File: src/rtl/gate_scheduler_cba.sv
// Gate scheduler for the CBA datapath: buffers one stabilizer tableau plus a gate FIFO,
// streams the tableau through the CBA unit once per queued gate, then drains the result.
module gate_scheduler_cba #(
    parameter int num_qubit  = 4,
    parameter int gate_depth = 8
) (
    input  logic                   clk,
    input  logic                   rst,
    input  logic                   gate_valid_in,
    output logic                   gate_ready_out,
    input  logic [2:0]             gate_type_in,
    input  logic [31:0]            gate_pos_in,
    input  logic [31:0]            gate_pos2_in,
    output logic                   gate_err_out,
    input  logic                   tab_valid_in,
    output logic                   tab_ready_out,
    input  logic [2*num_qubit:0]   tab_row_in,
    input  logic                   start_in,
    output logic                   cba_valid_out,
    output logic [2*num_qubit:0]   cba_row_out,
    output logic [2:0]             cba_gate_type,
    output logic [31:0]            cba_qubit_pos,
    output logic [31:0]            cba_qubit_pos2,
    input  logic                   cba_valid_in,
    input  logic [2*num_qubit:0]   cba_row_in,
    output logic                   res_valid_out,
    output logic [2*num_qubit:0]   res_row_out,
    output logic                   res_last_out,
    output logic                   done_out,
    output logic                   busy_out,
    output logic [15:0]            gates_done_out
);

    localparam int RW = 2 * num_qubit + 1;
    localparam int IW = $clog2(num_qubit);
    localparam int AW = $clog2(gate_depth);
    localparam int CW = AW + 1;
    localparam int GW = 67;
    localparam logic [IW-1:0] LAST_ROW = IW'(num_qubit - 1);
    localparam logic [CW-1:0] FULL     = CW'(gate_depth);

    localparam logic [2:0] IDLE    = 3'd0;
    localparam logic [2:0] LOAD    = 3'd1;
    localparam logic [2:0] HOLD    = 3'd2;
    localparam logic [2:0] ISSUE   = 3'd3;
    localparam logic [2:0] COLLECT = 3'd4;
    localparam logic [2:0] DRAIN   = 3'd5;
    localparam logic [2:0] FIN     = 3'd6;

    logic [2:0]    state;
    logic [IW-1:0] idx;
    logic [RW-1:0] rows [num_qubit];
    logic [GW-1:0] fifo_mem [gate_depth];
    logic [GW-1:0] head;
    logic [AW-1:0] wr_ptr;
    logic [AW-1:0] rd_ptr;
    logic [CW-1:0] count;

    logic push;
    logic legal;
    logic push_wr;
    logic pop;
    logic tab_acc;
    logic fifo_empty;
    logic last_idx;
    logic collect_done;

    // Illegal gates would hang the CBA unit in its load state, so they never enter the FIFO.
    function automatic logic gate_legal(input logic [2:0] t, input logic [31:0] p,
                                        input logic [31:0] p2);
        gate_legal = (t <= 3'd2) && (p < 32'(num_qubit)) &&
                     ((t != 3'd2) || ((p2 < 32'(num_qubit)) && (p2 != p)));
    endfunction

    assign gate_ready_out = (count != FULL);
    assign tab_ready_out  = (state == IDLE) || (state == LOAD);
    assign push           = gate_valid_in && gate_ready_out;
    assign legal          = gate_legal(gate_type_in, gate_pos_in, gate_pos2_in);
    assign push_wr        = push && legal;
    assign tab_acc        = tab_valid_in && tab_ready_out;
    assign fifo_empty     = (count == '0);
    assign last_idx       = (idx == LAST_ROW);
    assign collect_done   = (state == COLLECT) && cba_valid_in && last_idx;
    assign pop            = !fifo_empty && (((state == HOLD) && start_in) || collect_done);
    assign head           = fifo_mem[rd_ptr];

    // Storage arrays carry no reset; their contents are don't-care after an abort.
    always_ff @(posedge clk) begin
        if (push_wr) begin
            fifo_mem[wr_ptr] <= {gate_type_in, gate_pos_in, gate_pos2_in};
        end
        if (tab_acc) begin
            rows[idx] <= tab_row_in;
        end else if ((state == COLLECT) && cba_valid_in) begin
            rows[idx] <= cba_row_in;
        end
    end

    always_ff @(posedge clk or posedge rst) begin
        if (rst) begin
            state          <= IDLE;
            idx            <= '0;
            wr_ptr         <= '0;
            rd_ptr         <= '0;
            count          <= '0;
            gate_err_out   <= 1'b0;
            cba_valid_out  <= 1'b0;
            cba_row_out    <= '0;
            cba_gate_type  <= '0;
            cba_qubit_pos  <= '0;
            cba_qubit_pos2 <= '0;
            res_valid_out  <= 1'b0;
            res_row_out    <= '0;
            res_last_out   <= 1'b0;
            done_out       <= 1'b0;
            busy_out       <= 1'b0;
            gates_done_out <= '0;
        end else begin
            gate_err_out  <= push && !legal;
            cba_valid_out <= 1'b0;
            res_valid_out <= 1'b0;
            res_last_out  <= 1'b0;
            done_out      <= 1'b0;

            if (push_wr) begin
                wr_ptr <= wr_ptr + AW'(1);
            end
            if (pop) begin
                rd_ptr         <= rd_ptr + AW'(1);
                cba_gate_type  <= head[GW-1:64];
                cba_qubit_pos  <= head[63:32];
                cba_qubit_pos2 <= head[31:0];
            end
            count <= count + CW'(push_wr) - CW'(pop);

            case (state)
                IDLE: begin
                    if (tab_acc) begin
                        state          <= LOAD;
                        idx            <= IW'(1);
                        gates_done_out <= '0;
                        busy_out       <= 1'b1;
                    end
                end
                LOAD: begin
                    if (tab_acc) begin
                        if (last_idx) begin
                            state <= HOLD;
                            idx   <= '0;
                        end else begin
                            idx <= idx + IW'(1);
                        end
                    end
                end
                HOLD: begin
                    if (start_in) begin
                        idx   <= '0;
                        state <= fifo_empty ? DRAIN : ISSUE;
                    end
                end
                ISSUE: begin
                    cba_valid_out <= 1'b1;
                    cba_row_out   <= rows[idx];
                    if (last_idx) begin
                        state <= COLLECT;
                        idx   <= '0;
                    end else begin
                        idx <= idx + IW'(1);
                    end
                end
                COLLECT: begin
                    if (cba_valid_in) begin
                        if (last_idx) begin
                            idx   <= '0;
                            state <= fifo_empty ? DRAIN : ISSUE;
                            if (gates_done_out != 16'hFFFF) begin
                                gates_done_out <= gates_done_out + 16'd1;
                            end
                        end else begin
                            idx <= idx + IW'(1);
                        end
                    end
                end
                DRAIN: begin
                    res_valid_out <= 1'b1;
                    res_row_out   <= rows[idx];
                    res_last_out  <= last_idx;
                    if (last_idx) begin
                        state <= FIN;
                        idx   <= '0;
                    end else begin
                        idx <= idx + IW'(1);
                    end
                end
                FIN: begin
                    done_out <= 1'b1;
                    busy_out <= 1'b0;
                    state    <= IDLE;
                end
                default: begin
                    state <= IDLE;
                    idx   <= '0;
                end
            endcase
        end
    end

endmodule

File: config.mk
export PLATFORM = sky130hd
export DESIGN_NAME = gate_scheduler_cba
export DESIGN_NICKNAME = d
export VERILOG_FILES = /design/src/rtl/gate_scheduler_cba.sv
export SDC_FILE = /design/constraint.sdc
export NUM_CORES = 1
export LEC_CHECK = 0
export CORE_MARGIN = 5
export CORE_UTILIZATION = 25
export CTS_BUF_LIST = sky130_fd_sc_hd__clkbuf_4 sky130_fd_sc_hd__clkbuf_8 sky130_fd_sc_hd__clkbuf_16
export CTS_CLUSTER_DIAMETER = 100
export CTS_CLUSTER_SIZE = 28
export DETAILED_ROUTE_END_ITERATION = 16
export GPL_TIMING_DRIVEN = 0
export SLEW_MARGIN = 5
export SYNTH_ARGS = -nofsm -noshare
export SYNTH_HDL_FRONTEND = slang
export SYNTH_SLANG_ARGS = --single-unit
File: constraint.sdc
create_clock -name clk -period 15.12 [get_ports clk]
set_clock_uncertainty 0.05 [all_clocks]
set_input_delay 3.024 -clock clk [delete_from_list [all_inputs] [get_ports clk]]
set_output_delay 3.024 -clock clk [all_outputs]
set_load 0.01 [all_outputs]
==> results.md <==
- Crit Path Max Fanout: 10
- Worst setup startpoint: gate_pos_in[10]
- Total power: 0.00479 W
- Die height: 338 um
- Syn Area/Cell: 19.6 um^2
- Fmax: 145 MHz
- Post-synth ARST share: 0.176
- Clock Tree Buf Depth: 3
- Slew @ Worst Pin: 1030 ps
- IO Pins: 200
- Pleak: 10.5 nW
- RSZ-0062 raised after global routing: false
- R2R setup slack: 11340 ps
- Placed Area: 31500 um^2
- Per-cell routed wire length: 22.4 um
- Horiz. Die Dim: 338 um
- Detailed-route DRC error count: 0
- CP arrival: 7220 ps
- Routed wire length: 70000 um
- VDD IR max: 103 uV
- Detailed-route via count: 13900
- # clock sinks: 694
- Outcome: completed
- Post-CTS Resized: 0
- Met3 Routed Length: 6380 um
- Core area: 107000 um^2
- WL met2: 33400 um
- Final worst-path cycle share: 0.456
- Antenna violations before repair: 32
- Die ar.: 114000 um^2
- Nets: 1790
- Mapped Nets: 1478
- Final Max Tran Viols: 0
- Clock root buffer: clkbuf_16
- Port-buffer cells: 199
- GPL Wtd Cong: 0.780
- Min-delay worst type: reg2reg
- Post-synthesis cell area: 26900 um^2
- Reg2reg start: idx[0]$_DFFE_PP0P_
- Synth cell types: 41
- Dominant synthesized flop cell: edfxtp_1
- Hold buffers post-CTS: 0
- Clk_lat worst skew: 650 ps
- WP data required: 15450 ps
- Antenna Nets Post-Route: 0
- FF-to-FF path depth: 13
- Vias per cell: 4.45
- All-Layer GR Usage: 0.118
- Initial Utilization: 0.252
- Startpoint Class: primary input
- Synth Warn #: 0
- Final Critical Period: 6890 ps
- Total setup buffers inserted after CTS: 0
- Post-Synthesis Cells: 1373
- Post-synth EDFFs: 572
- Iteration-0 DRC Markers: 1271
- Sequential area share after synthesis: 0.751
- Num rows: 120
- Pin count of the biggest net entering global routing: 85
- Share of cells above drive strength 1: 0.204
- FF-to-FF End: count[2]$_DFF_PP0_
- Post-DP HPWL: 51900 um
- FF+latch count, synth: 694
- Vias in the first global route: 14400
- First-pass GRT wire length: 101000 um
- Num CTS Buffers: 30
- CTS tree: yes
- Critical Path End Type: flop
- GR Overflow Total: 0
- Number of max-cap violations: 0
- H-tree lvl count: 1
- Worst setup path endpoint: fifo_mem[0][9]$_DFFE_PP_
- PwrDens: 147 nW/um^2
- CP Class: in2reg
- Clock Pin Slew Worst Setup and Hold Paths: 110 ps
- Final setup viols: 0
- Max Used Layer: met5
- Routed length on met1: 29200 um
- Drt first pass iters: 5
- Final Instance Area: 32500 um^2
- Slew headroom: 0.311
- Layout area overhead: 20.9%
- Fin. Hold Viols: 0
-- registers in the layout (all words and copies together), names as in the netlist, 2 cells and up --
signal / count
fifo_mem: 536
rows: 36
cba_qubit_pos2: 32
cba_qubit_pos: 32
gates_done_out: 16
cba_row_out: 9
res_row_out: 9
count: 4
cba_gate_type: 3
rd_ptr: 3
state: 3
wr_ptr: 3
idx: 2
-- stage by stage --
stage / setup WS, ps / instances / util / hold slack (ps) / TNS (ps)
finish: 8230 / 3129 / 0.304 / 463 / 0
global route: 7980 / 3114 / 0.304 / 490 / 0
CTS: 8260 / 3112 / 0.304 / 467 / 0
detailed placement: 7540 / 3056 / 0.294 / 444 / 0
global placement: -4460 / 2975 / 0.287 / 442 / -1157360
floorplan: 4040 / 1373 / - / 429 / 0
-- worst min-delay path by stage --
stage	endpoint	start	cells past startpoint
2_1_floorplan	count[0]$_DFF_PP0_	count[0]$_DFF_PP0_	1
3_3_place_gp	res_row_out[1]$_DFFE_PP0P_	res_row_out[1]$_DFFE_PP0P_	1
3_5_place_dp	cba_row_out[0]$_DFFE_PP0P_	cba_row_out[0]$_DFFE_PP0P_	1
4_1_cts	cba_row_out[0]$_DFFE_PP0P_	cba_row_out[0]$_DFFE_PP0P_	1
5_1_grt	cba_row_out[1]$_DFFE_PP0P_	cba_row_out[1]$_DFFE_PP0P_	1
6_report	cba_row_out[0]$_DFFE_PP0P_	cba_row_out[0]$_DFFE_PP0P_	1
-- report_power, final --
part | internal [W] | leakage, nW | switching (W)
clock network | 0.000446 | 0.520 | 0.000592
registers | 0.00223 | 6.60 | 0.000101
logic | 0.000710 | 3.43 | 0.000711
-- critical path: stages --
cell	delay [ps]
clkdlybuf4s50_1	730
nor4_1	450
nand4_1	200
nor3_1	630
o211ai_1	230
buf_4	250
nor4_2	710
buf_6	240
buf_4	190
buf_4	190
buf_4	170
buf_4	170
-- layout by cell type (no fill, tap or decap), drive strengths merged, types with 3 or more instances in the layout --
master	n
nand4	21
ha	13
mux2	30
clkbuf	76
a21oi	78
mux4	143
nor4	22
and3	3
nand2	16
nor2b	4
mux2i	67
inv	23
diode	17
nand3	8
nor2	97
edfxtp	572
clkdlybuf4s50	199
dfrtp	122
o21ai	13
and2	3
nor3	4
buf	121
xor2	14
xnor2	38
-- logic make-up after synthesis --
group,synth area share
AO/OA/AOI/OAI,0.0206
XOR/XNOR,0.0169
buffers and inverters,0.0137
adder cells (fa/ha/maj),0.00678
AND/OR/NAND/NOR,0.0337
flip-flops,0.751
multiplexers,0.157
-- cells in the mapped netlist, types with 2 or more instances --
cell type,n,area (um^2)
nor4b_2,2,30.0
nor4_1,20,125
inv_1,21,78.8
dfrtp_1,122,3050
a21oi_1,78,390
edfxtp_1,572,17200
nand3_1,7,35.0
buf_1,15,56.3
and4_1,2,17.5
o2111ai_1,2,17.5
buf_4,6,45.0
nand2b_1,2,12.5
clkbuf_1,25,93.8
nand2_1,16,60.1
mux2i_1,67,671
buf_2,19,95.1
mux4_2,143,3220
nor2_1,97,364
ha_1,13,163
xor2_1,14,123
mux2_2,30,338
nand4_1,21,131
o31ai_1,2,15.0
o21ai_0,13,65.1
and2_1,3,18.8
nor2b_1,4,25.0
xnor2_1,38,333
and3_1,3,18.8
nor3_1,4,20.0
-- final cells by class --
cell class	count	area (um^2)
diodes	17	42.5
plain buffers	65	290
clock buffers	51	908
clock inverters	5	126
fillers	10400	74500
inverters	21	86.3
multi-input cells	593	6380
flip-flops and latches	694	20200
well taps	1403	1760
repair buffers	280	2730
-- layer usage --
layer	vias to the layer above	GRT usage
met5	-	0
met4	18	0.0195
met3	66	0.0373
met2	424	0.194
met1	7328	0.156
li1	6082	-
(Power assumes the default switching activity.)
